[src/rtl/riscv_pkg.sv]
// Shared processor definitions used by the register-file write-back path.
//   NREGS    : number of architectural integer registers
//   XLEN     : integer datapath width
//   REG_AW   : register index width
//   wb_req_t : one pending register-file write (destination + result)
//   wb_src_e : identifies a write-back producer for round-robin priority
package riscv_pkg;

  localparam int NREGS  = 32;
  localparam int XLEN   = 32;
  localparam int REG_AW = $clog2(NREGS);

  typedef struct packed {
    logic [REG_AW-1:0] rd;
    logic [XLEN-1:0]   data;
  } wb_req_t;

  typedef enum logic {
    SRC_ALU = 1'b0,
    SRC_LSU = 1'b1
  } wb_src_e;

endpackage

[src/rtl/wb_fifo.sv]
// Small circular FIFO holding write-back requests from one producer.
// Ports:
//   i_clk, i_rst   : clock, synchronous active-high reset
//   i_flush        : empties the FIFO; a push in the same cycle is dropped
//   i_push, i_data : enqueue request (ignored while full)
//   i_pop          : dequeue the head (ignored while empty)
//   o_head         : current head entry (valid when !o_empty)
//   o_full, o_empty, o_count : occupancy status from registered state
//   o_rd_mask      : one bit per register, set when a valid entry targets it
module wb_fifo
  import riscv_pkg::*;
#(
  parameter int DEPTH = 2
) (
  input  logic                     i_clk,
  input  logic                     i_rst,
  input  logic                     i_flush,
  input  logic                     i_push,
  input  wb_req_t                  i_data,
  input  logic                     i_pop,
  output wb_req_t                  o_head,
  output logic                     o_full,
  output logic                     o_empty,
  output logic [$clog2(DEPTH):0]   o_count,
  output logic [NREGS-1:0]         o_rd_mask
);

  localparam int PW = $clog2(DEPTH);
  localparam int CW = PW + 1;

  wb_req_t           r_mem [DEPTH];
  logic [PW-1:0]     r_wptr;
  logic [PW-1:0]     r_rptr;
  logic [CW-1:0]     r_count;

  logic              w_do_push;
  logic              w_do_pop;
  logic [PW-1:0]     w_slot;
  logic [NREGS-1:0]  w_mask;

  assign o_full    = (r_count == CW'(DEPTH));
  assign o_empty   = (r_count == '0);
  assign o_count   = r_count;
  assign o_head    = r_mem[r_rptr];
  assign w_do_push = i_push && !o_full;
  assign w_do_pop  = i_pop && !o_empty;

  // Pointers are PW bits wide, so DEPTH being a power of two makes the
  // natural overflow the modulo-DEPTH wrap.
  always_ff @(posedge i_clk) begin
    if (i_rst || i_flush) begin
      r_wptr  <= '0;
      r_rptr  <= '0;
      r_count <= '0;
    end else begin
      if (w_do_push) r_wptr <= r_wptr + 1'b1;
      if (w_do_pop)  r_rptr <= r_rptr + 1'b1;
      r_count <= r_count + CW'(w_do_push) - CW'(w_do_pop);
    end
  end

  // Payload storage carries no reset; occupancy alone decides validity.
  always_ff @(posedge i_clk) begin
    if (w_do_push && !i_rst && !i_flush) r_mem[r_wptr] <= i_data;
  end

  // Walk the live window starting at the read pointer.
  always_comb begin
    w_mask = '0;
    w_slot = '0;
    for (int k = 0; k < DEPTH; k++) begin
      w_slot = r_rptr + PW'(k);
      if (CW'(k) < r_count) w_mask[r_mem[w_slot].rd] = 1'b1;
    end
  end

  assign o_rd_mask = w_mask;

endmodule

[src/rtl/regfile_wb_arbiter.sv]
// Write-side feeder for the flop-based register file. Buffers ALU and LSU
// results in per-source FIFOs, round-robin arbitrates them onto the single
// registered write port, discards writes to x0 and reports which registers
// still have a write in flight.
// Ports:
//   clk, reset, flush            : clock, sync active-high reset, sync discard
//   alu_valid/ready/rd/data      : ALU result handshake
//   lsu_valid/ready/rd/data      : LSU result handshake
//   rf_wen, rf_waddr, rf_wdata   : registered register-file write port
//   pending                      : bit r set while a write to r is buffered
//                                  or presented on the port (bit 0 always 0)
module regfile_wb_arbiter
  import riscv_pkg::*;
#(
  parameter  int N     = NREGS,
  parameter  int W     = XLEN,
  parameter  int DEPTH = 2,
  localparam int AW    = $clog2(N)
) (
  input  logic          clk,
  input  logic          reset,
  input  logic          flush,
  input  logic          alu_valid,
  output logic          alu_ready,
  input  logic [AW-1:0] alu_rd,
  input  logic [W-1:0]  alu_data,
  input  logic          lsu_valid,
  output logic          lsu_ready,
  input  logic [AW-1:0] lsu_rd,
  input  logic [W-1:0]  lsu_data,
  output logic          rf_wen,
  output logic [AW-1:0] rf_waddr,
  output logic [W-1:0]  rf_wdata,
  output logic [N-1:0]  pending
);

  localparam int CW = $clog2(DEPTH) + 1;

  wb_req_t           w_alu_req, w_lsu_req;
  wb_req_t           w_alu_head, w_lsu_head, w_win;
  logic              w_alu_full, w_lsu_full;
  logic              w_alu_empty, w_lsu_empty;
  logic [CW-1:0]     w_alu_count, w_lsu_count;
  logic [NREGS-1:0]  w_alu_mask, w_lsu_mask;
  logic              w_alu_push, w_lsu_push;
  logic              w_grant_alu, w_grant_lsu, w_tie;
  logic [N-1:0]      w_pending;

  logic              r_wen;
  logic [AW-1:0]     r_waddr;
  logic [W-1:0]      r_wdata;
  wb_src_e           r_tie_pri;

  assign w_alu_req = '{rd: REG_AW'(alu_rd), data: XLEN'(alu_data)};
  assign w_lsu_req = '{rd: REG_AW'(lsu_rd), data: XLEN'(lsu_data)};

  // Ready depends only on registered occupancy; a pop in the same cycle
  // does not reopen a full FIFO until the edge.
  assign alu_ready = (w_alu_count < CW'(DEPTH));
  assign lsu_ready = (w_lsu_count < CW'(DEPTH));

  // x0 writes complete the handshake but are never stored.
  assign w_alu_push = alu_valid && !w_alu_full && (alu_rd != '0);
  assign w_lsu_push = lsu_valid && !w_lsu_full && (lsu_rd != '0);

  wb_fifo #(.DEPTH(DEPTH)) u_alu_fifo (
    .i_clk     (clk),
    .i_rst     (reset),
    .i_flush   (flush),
    .i_push    (w_alu_push),
    .i_data    (w_alu_req),
    .i_pop     (w_grant_alu),
    .o_head    (w_alu_head),
    .o_full    (w_alu_full),
    .o_empty   (w_alu_empty),
    .o_count   (w_alu_count),
    .o_rd_mask (w_alu_mask)
  );

  wb_fifo #(.DEPTH(DEPTH)) u_lsu_fifo (
    .i_clk     (clk),
    .i_rst     (reset),
    .i_flush   (flush),
    .i_push    (w_lsu_push),
    .i_data    (w_lsu_req),
    .i_pop     (w_grant_lsu),
    .o_head    (w_lsu_head),
    .o_full    (w_lsu_full),
    .o_empty   (w_lsu_empty),
    .o_count   (w_lsu_count),
    .o_rd_mask (w_lsu_mask)
  );

  // Priority only matters when both heads are present; a lone source
  // always wins and leaves the priority untouched.
  always_comb begin
    w_grant_alu = 1'b0;
    w_grant_lsu = 1'b0;
    w_tie       = 1'b0;
    if (!flush) begin
      if (!w_alu_empty && !w_lsu_empty) begin
        w_tie = 1'b1;
        if (r_tie_pri == SRC_LSU) w_grant_lsu = 1'b1;
        else                      w_grant_alu = 1'b1;
      end else if (!w_alu_empty) begin
        w_grant_alu = 1'b1;
      end else if (!w_lsu_empty) begin
        w_grant_lsu = 1'b1;
      end
    end
  end

  assign w_win = w_grant_lsu ? w_lsu_head : w_alu_head;

  always_ff @(posedge clk) begin
    if (reset) begin
      r_wen     <= 1'b0;
      r_waddr   <= '0;
      r_wdata   <= '0;
      r_tie_pri <= SRC_ALU;
    end else begin
      r_wen <= w_grant_alu || w_grant_lsu;
      if (w_grant_alu || w_grant_lsu) begin
        r_waddr <= AW'(w_win.rd);
        r_wdata <= W'(w_win.data);
      end
      if (w_tie) r_tie_pri <= (r_tie_pri == SRC_ALU) ? SRC_LSU : SRC_ALU;
    end
  end

  assign rf_wen   = r_wen;
  assign rf_waddr = r_waddr;
  assign rf_wdata = r_wdata;

  always_comb begin
    w_pending = N'(w_alu_mask | w_lsu_mask);
    if (r_wen) w_pending[r_waddr] = 1'b1;
    w_pending[0] = 1'b0;
  end

  assign pending = w_pending;

endmodule

[config.mk]
export PLATFORM = sky130hd
export DESIGN_NAME = regfile_wb_arbiter
export DESIGN_NICKNAME = d
export VERILOG_FILES = /design/src/rtl/riscv_pkg.sv /design/src/rtl/wb_fifo.sv /design/src/rtl/regfile_wb_arbiter.sv
export SDC_FILE = /design/constraint.sdc
export NUM_CORES = 1
export LEC_CHECK = 0
export CELL_PAD_IN_SITES_DETAIL_PLACEMENT = 0
export CELL_PAD_IN_SITES_GLOBAL_PLACEMENT = 1
export CORE_MARGIN = 2
export CORE_UTILIZATION = 28
export CTS_CLUSTER_DIAMETER = 100
export DETAILED_ROUTE_END_ITERATION = 16
export PLACE_DENSITY_LB_ADDON = 0.1
export SLEW_MARGIN = 5
export SYNTH_ARGS = -nofsm -noshare
export SYNTH_HDL_FRONTEND = slang
export SYNTH_SLANG_ARGS = --single-unit
[constraint.sdc]
create_clock -name clk -period 4.7 [get_ports clk]
set_input_delay 0.94 -clock clk [delete_from_list [all_inputs] [get_ports clk]]
set_output_delay 0.94 -clock clk [all_outputs]
set_load 0.01 [all_outputs]
Yosys cells after proc, flatten, opt, wreduce, memory -nomap -nowiden
Memories as Yosys holds them, arrays and structs flattened. A register that Yosys moved wholly into a read port is not among the register bits.
Cells that the tools add are included.
- RAM bits: 148
- ROM bits: 0
- input port bits: 79
- output and inout port bits: 72
- logic and storage cells: 107
- flip-flop bits (word level): 47
- memories kept: 2
- bits in latches: 0
- memory list (name ; words ; bits a word ; rd ports ; clocked after Yosys merged registers in ; wr ports ; line ; source):
    u_alu_fifo.r_mem ; 2 ; 37 ; 2 ; 1 ; 1 ; wb_fifo.sv:31 ; wb_req_t r_mem [DEPTH];
    u_lsu_fifo.r_mem ; 2 ; 37 ; 2 ; 1 ; 1 ; wb_fifo.sv:31 ;
- order comparisons: 16
- divide/modulo/power cells: 0
- multiply operators: 0
- add/subtract/negate cells: 8
- reductions and logical operators: 30
- multiplexer cells: 35
- equality and inequality tests: 2
- bitwise operators: 4
- shift-type cells: 0
- operators by type and width (cell ; number):
    two-way mux 32 bit ; 5
    bitwise OR 32 bit ; 4
    two-way mux 37 bit ; 1
    < comparator 5 x 6 -> 1 bit (second input constant) ; 5
    demux 1 bit (select 5 bit) ; 5
    >= comparator 5 x 1 -> 1 bit (second input constant) ; 5
    two-way mux 1 bit ; 24
    logical AND 1 bit ; 18
    nonzero test 5 bit ; 2
    < comparator 1 x 2 -> 1 bit (first input constant) ; 4
    zero test 1 bit ; 6
    adder 1 bit (second input constant) ; 4
    adder 2 x 1 -> 2 bit ; 2
    == test 2 bit (second input constant) ; 2
    zero test 2 bit ; 2
    < comparator 2 bit (second input constant) ; 2
    subtractor 2 x 1 -> 2 bit ; 2
    logical OR 1 bit ; 2

Depth between registers and ports, before layout
An unclocked memory read counts as a cell.
- depth in word-level cells: 11
- depth in mapped cells: 10
- mapped depth without buffers: 9

Cells and area by module
Synthesis repeated with hierarchy kept, for this count alone.
- cells, all modules: 702
- area, all modules: 8932.3 um2
- by module, submodules not included (module ; area each (um2) ; cells each ; seq. area each (um2) ; times used):
    wb_fifo (u_lsu_fifo) ; 3420.8 ; 228 ; 2322.2 ; 1
    wb_fifo (u_alu_fifo) ; 3398.3 ; 223 ; 2322.2 ; 1
    regfile_wb_arbiter ; 2113.3 ; 251 ; 780.7 ; 1

Least setup slack after synthesis
OpenSTA, ideal clock, no wires.
- path type: input -> register
- from: in flush
- to: mem u_alu_fifo.r_mem[0][0] in the netlist's numbering (enable)
- data required time: 4.223 ns
- path buffers: 1
- data arrival time: 3.838 ns
- setup slack: 0.385 ns
- cell stages on the path: 3
- setup time: 0.477 ns
- cell sequence: or2_1 clkbuf_1 nor3_1
- cells in the longest elaborated chain, start to end: 4
- RTL lines (what ; line ; source):
    from (decl) ; regfile_wb_arbiter.sv:22 ; input logic flush,
    zero test 1 bit ; wb_fifo.sv:64 ; if (w_do_push && !i_rst && !i_flush) r_mem[r_wptr] <= i_data;
    logical AND 1 bit ; wb_fifo.sv:64 ;
    two-way mux 1 bit ; wb_fifo.sv:64 ;
    two-way mux 1 bit (not written as such) ; wb_fifo.sv:64 ;
    to (decl) ; wb_fifo.sv:31 ;
Every way passes these cells.

Worst setup path in the final report
- from: reg u_alu_fifo.r_rptr
- to: out pending[4]
- cells in the longest elaborated chain, start to end: 11
- elaborated cells on any way between the ends: 12
- classes of those cells: 1 x add/sub; 2 x order compare; 4 x mux; 3 x bitwise; 1 x reduce/logical; 1 x memory
- RTL lines (what ; line ; source):
    from (decl) ; wb_fifo.sv:33 ; logic [PW-1:0] r_rptr;
    from (signal assigned) ; wb_fifo.sv:57 ; if (w_do_pop) r_rptr <= r_rptr + 1'b1;
    adder 1 bit (*) ; wb_fifo.sv:72 ; w_slot = r_rptr + PW'(k);
    memory (2 x 37 bit) (*) ; -- ;
    < comparator 5 x 6 -> 1 bit (not written as such) or >= comparator 5 x 1 -> 1 bit (tied branches) ; wb_fifo.sv:73 ; if (CW'(k) < r_count) w_mask[r_mem[w_slot].rd] = 1'b1;
    logical AND 1 bit (not written as such) ; wb_fifo.sv:73 ;
    two-way mux 1 bit (not written as such) ; wb_fifo.sv:73 ;
    demux 1 bit (select 5 bit) (*) ; -- ;
    bitwise OR 32 bit (no source line) (*) ; -- ;
    two-way mux 32 bit (*) ; wb_fifo.sv:73 ;
    bitwise OR 32 bit (*) ; regfile_wb_arbiter.sv:136 ; w_pending = N'(w_alu_mask | w_lsu_mask);
    bitwise OR 32 bit (no source line) ; -- ;
    two-way mux 32 bit (*) ; regfile_wb_arbiter.sv:137 ; if (r_wen) w_pending[r_waddr] = 1'b1;
    to (decl) ; regfile_wb_arbiter.sv:34 ; output logic [N-1:0] pending
Every way passes the cells marked *; elsewhere a longest branch is shown, timed or not.

==> results.md <==
Power:
- IR analysis of the VDD net gives a maximum drop of 271 uV.
- For this design the static power due to leakage is 3.74 nW.
- The completed layout was analyzed and its total power is 3.81 mW.
- Dividing total power by cell area gives a power density of 323 nW/um^2.

Critical path:
- The startpoint identified for the worst register-to-register timing path is u_lsu_fifo.o_count[1]$_SDFF_PP0_.
- Data on the critical path is required at its endpoint by 3760 ps.
- STA classifies the critical path endpoint as an output pin.
- Of all nets on the critical path, the largest fanout is 15.
- The startpoint type of the worst setup path is a flip-flop.
- At the worst endpoint, the arrival time is 3330 ps.
- The launching instance or port of the critical path is u_alu_fifo.r_rptr$_SDFFE_PP0P_.
- The worst setup path is of the reg2out kind.

Clock network:
- The clock tree from TritonCTS is built.
- CTS saw 197 sinks.
- The quantity of gates resized following cts is 0.
- The clock tree synthesis step divided the H-tree into 4 levels.
- The number of clock buffers added by TritonCTS is 17.
- The post-CTS setup buffer count is 0.
- After clock tree synthesis, the clock-pin slew on the worst setup and hold paths is 70 ps.
- The clock reaches the later pin of the worst-skew pair after 430 ps.
- In this run the clock root is driven by a sky130_fd_sc_hd__clkbuf_16.
- The worst-case clock buffer depth is 2.
- The number of hold buffers added after CTS is 0.

Layout:
- Counting the fill cells in the layout gives 3281.
- The fraction of layout cells with a size suffix above 1 is 7.54%.
- The area taken by multi-input logic gates is 3540 um^2.
- Summing all flip-flop and latch instances after layout gives 5430 um^2.
- Leaving out fill and tap cells, the most frequent cell in the layout is sky130_fd_sc_hd__clkdlybuf4s50_1.
- In the layout the commonest cells are sky130_fd_sc_hd__clkdlybuf4s50_1, sky130_fd_sc_hd__edfxtp_1, sky130_fd_sc_hd__nand2_1, sky130_fd_sc_hd__mux2i_1, sky130_fd_sc_hd__dfxtp_1.
- The count of antenna diodes in the layout is 0.
- Compared with the post-synthesis result, the final layout area differs by 27.2%.
- The number of nets in the layout is 998.

Floorplanning:
- The die span in y is 186 um.
- Once the floorplan was initialized, standard cells occupied 28.5% of the core.
- 151 I/O pins were placed.
- The x dimension of the die is 186 um.
- The core area is 32500 um^2.
- The area of the die is 34600 um^2.
- After floorplanning, the core was divided into 66 placement rows.

Logic synthesis:
- The number of nets in the synthesized netlist is 866.
- Synthesis inferred 197 register bits.
- Counting flops with an async set or reset pin after synthesis yields a share of 0%.
- The sequential area share after synthesis is 58.6%.
- The cell area that synthesis handed to floorplanning was 9270 um^2.
- The most frequently used flop master after synthesis is sky130_fd_sc_hd__edfxtp_1.
- The number of synthesis warnings is 0.
- After synthesis, the mean cell area works out to 11.8 um^2.
- Counting flops with a built-in enable in the synthesized netlist gives 148.
- After technology mapping, the gate count stands at 783.
- The number of distinct library cells after synthesis is 63.

Placement:
- The wire-length estimate of the detail-placed layout is 22.2 mm.
- The final weighted congestion of routability-driven global placement is 0.896.
- The number of I/O port buffers is 149.

STA:
- The number of hold violations in the final report is 0.
- Setup repair after global routing left no endpoint under its margin.
- The final critical-path share of the clock period is 90.8%.
- The count of final setup violators is 0.
- The post-route minimum period is 4270 ps.
- Across the routed clock network, the largest skew measured is 9.94 ps.
- The actual transition at the worst max-transition pin is 1060 ps.
- Derived from the worst setup path, the maximum achievable clock frequency is 0.234 GHz.
- In this run the tightest slew margin relative to its limit is 29.0%.
- The number of pins exceeding their max-slew limit in the final report is 0.
- For the final routed database, the setup TNS stands at 0 ps.

Global route:
- The number of antenna violations at the first check in global routing is 2.
- The total global-route track usage is 17.8%.
- Entering global routing, the biggest net connects 40 pins.
- The total overflow left after global routing is 0.
- The wire length of the first global-routing pass is 44.4 mm.
- The number of global-route vias before repair is 7157.

Detailed routing:
- In the routed layout, each cell is associated on average with a via count of 5.11.
- The count of unresolved DRC violations after routing is 0.
- The routed wire length per instance is 22.1 um.
- The number of iterations in the first detailed-routing pass is 5.
- The via count of the routed design is 7005.
- The number of nets with antenna violations after detailed routing is 0.
- The routed wire length is 30.3 mm.
- The number of DRC markers in iteration 0 is 590.

Status:
- The flow ran to the end, and the final reports show no timing, DRC or antenna violations.

Min path:
- The worst min-delay path category is reg2reg.
- The start point of the worst hold path is rf_wdata[2]$_SDFFE_PP0P_.

Run:
- The number of maximum-capacitance constraint violations is 0.
## final cells by class
type                            instances  share of cell area, %
Timing Repair Buffer                  164                   13.9
Clock inverter                         10                  0.584
Sequential cell                       197                   46.0
Clock buffer                           22                   4.12
Multi-Input combinational cell        515                   30.0
Inverter                               20                  0.637
Tap cell                              442                   4.69
## metal layers
layer / wire length (um) / up-vias / GRT usage (%)
met2: 15400 / 261 / 32.2
met3: 2430 / 54 / 5.32
met1: 11700 / 3400 / 19.6
met4: 743 / 4 / 6.43
met5: 14 / - / 0
li1: - / 3286 / -
## cell families (layout without fill, tap and decap cells)
logic type	Yosys count	in the layout	synth area share, %
simple gates	272	272	14.5
flops	197	197	58.6
fa+ha+maj	4	4	0.540
mux	76	76	8.39
xor+xnor	9	9	0.851
buf+inv	71	216	3.62
compound gates	153	153	13.5
other cells	1	1	0.0405
## through the flow
stage	cells	instance area, um^2	util [%]	worst slack [ps]	hold WS [ps]
2_1_floorplan	783	9270	-	385	507
3_3_place_gp	1338	11200	34.5	942	446
3_5_place_dp	1338	11200	34.5	1000	458
4_1_cts	1370	11800	36.2	524	472
5_1_grt	1370	11800	36.2	320	492
6_report	1370	11800	36.2	431	467
## final timing paths
path	end	slack [ps]	cells past startpoint
max	pending[4]	430	5
min	rf_wdata[2]$_SDFFE_PP0P_	470	1
max reg2reg	u_lsu_fifo.o_count[1]$_SDFF_PP0_	2290	10
min reg2reg	rf_wdata[2]$_SDFFE_PP0P_	470	1
## state kept, by name (all words and copies together) (netlist names), 2 cells and up, named ones only
register / flops
u_alu_fifo.r_mem: 74
rf_wdata: 32
u_lsu_fifo.r_mem: 74
u_alu_fifo.o_count: 2
u_lsu_fifo.o_count: 2
rf_waddr: 5
## synth_stat cells, drive strengths merged (3+ instances only)
master	count	area share [%]
nor3	19	1.0
ha	4	0.54
or2	5	0.34
a22oi	9	0.73
o211ai	7	0.57
a222oi	5	0.54
a211oi	7	0.57
and3	7	0.47
a221oi	4	0.38
edfxtp	148	48
o22ai	18	1.2
or4	5	0.41
dfxtp	49	11
a32oi	10	0.95
mux2	4	0.49
xnor2	8	0.76
buf	35	2.2
nand4b	3	0.28
o32a	4	0.43
o21a	3	0.24
o32ai	10	0.95
o31ai	3	0.24
clkbuf	16	0.65
nand2	104	4.2
o22a	5	0.47
o21ai	5	0.27
nand3	35	1.9
a32o	38	4.1
nor4	4	0.27
mux2i	72	7.9
nand3b	10	0.81
nand2b	28	1.9
nor2	33	1.4
or3	5	0.34
a21oi	16	0.86
inv	20	0.81
## report_power, final
part           internal (mW)  switching [mW]
registers               1.93          0.0520
logic                  0.210           0.249
clock network          0.739           0.627
total                   2.88           0.929
## critical path, stage by stage, from the launching register on
cell and delay (ps):
sky130_fd_sc_hd__dfxtp_1 660, sky130_fd_sc_hd__nand2_1 300, sky130_fd_sc_hd__o32ai_1 930, sky130_fd_sc_hd__a32oi_1 290, sky130_fd_sc_hd__nand3_1 170, sky130_fd_sc_hd__clkdlybuf4s50_1 540
No activity file was read; power rests on OpenSTA's default activity.
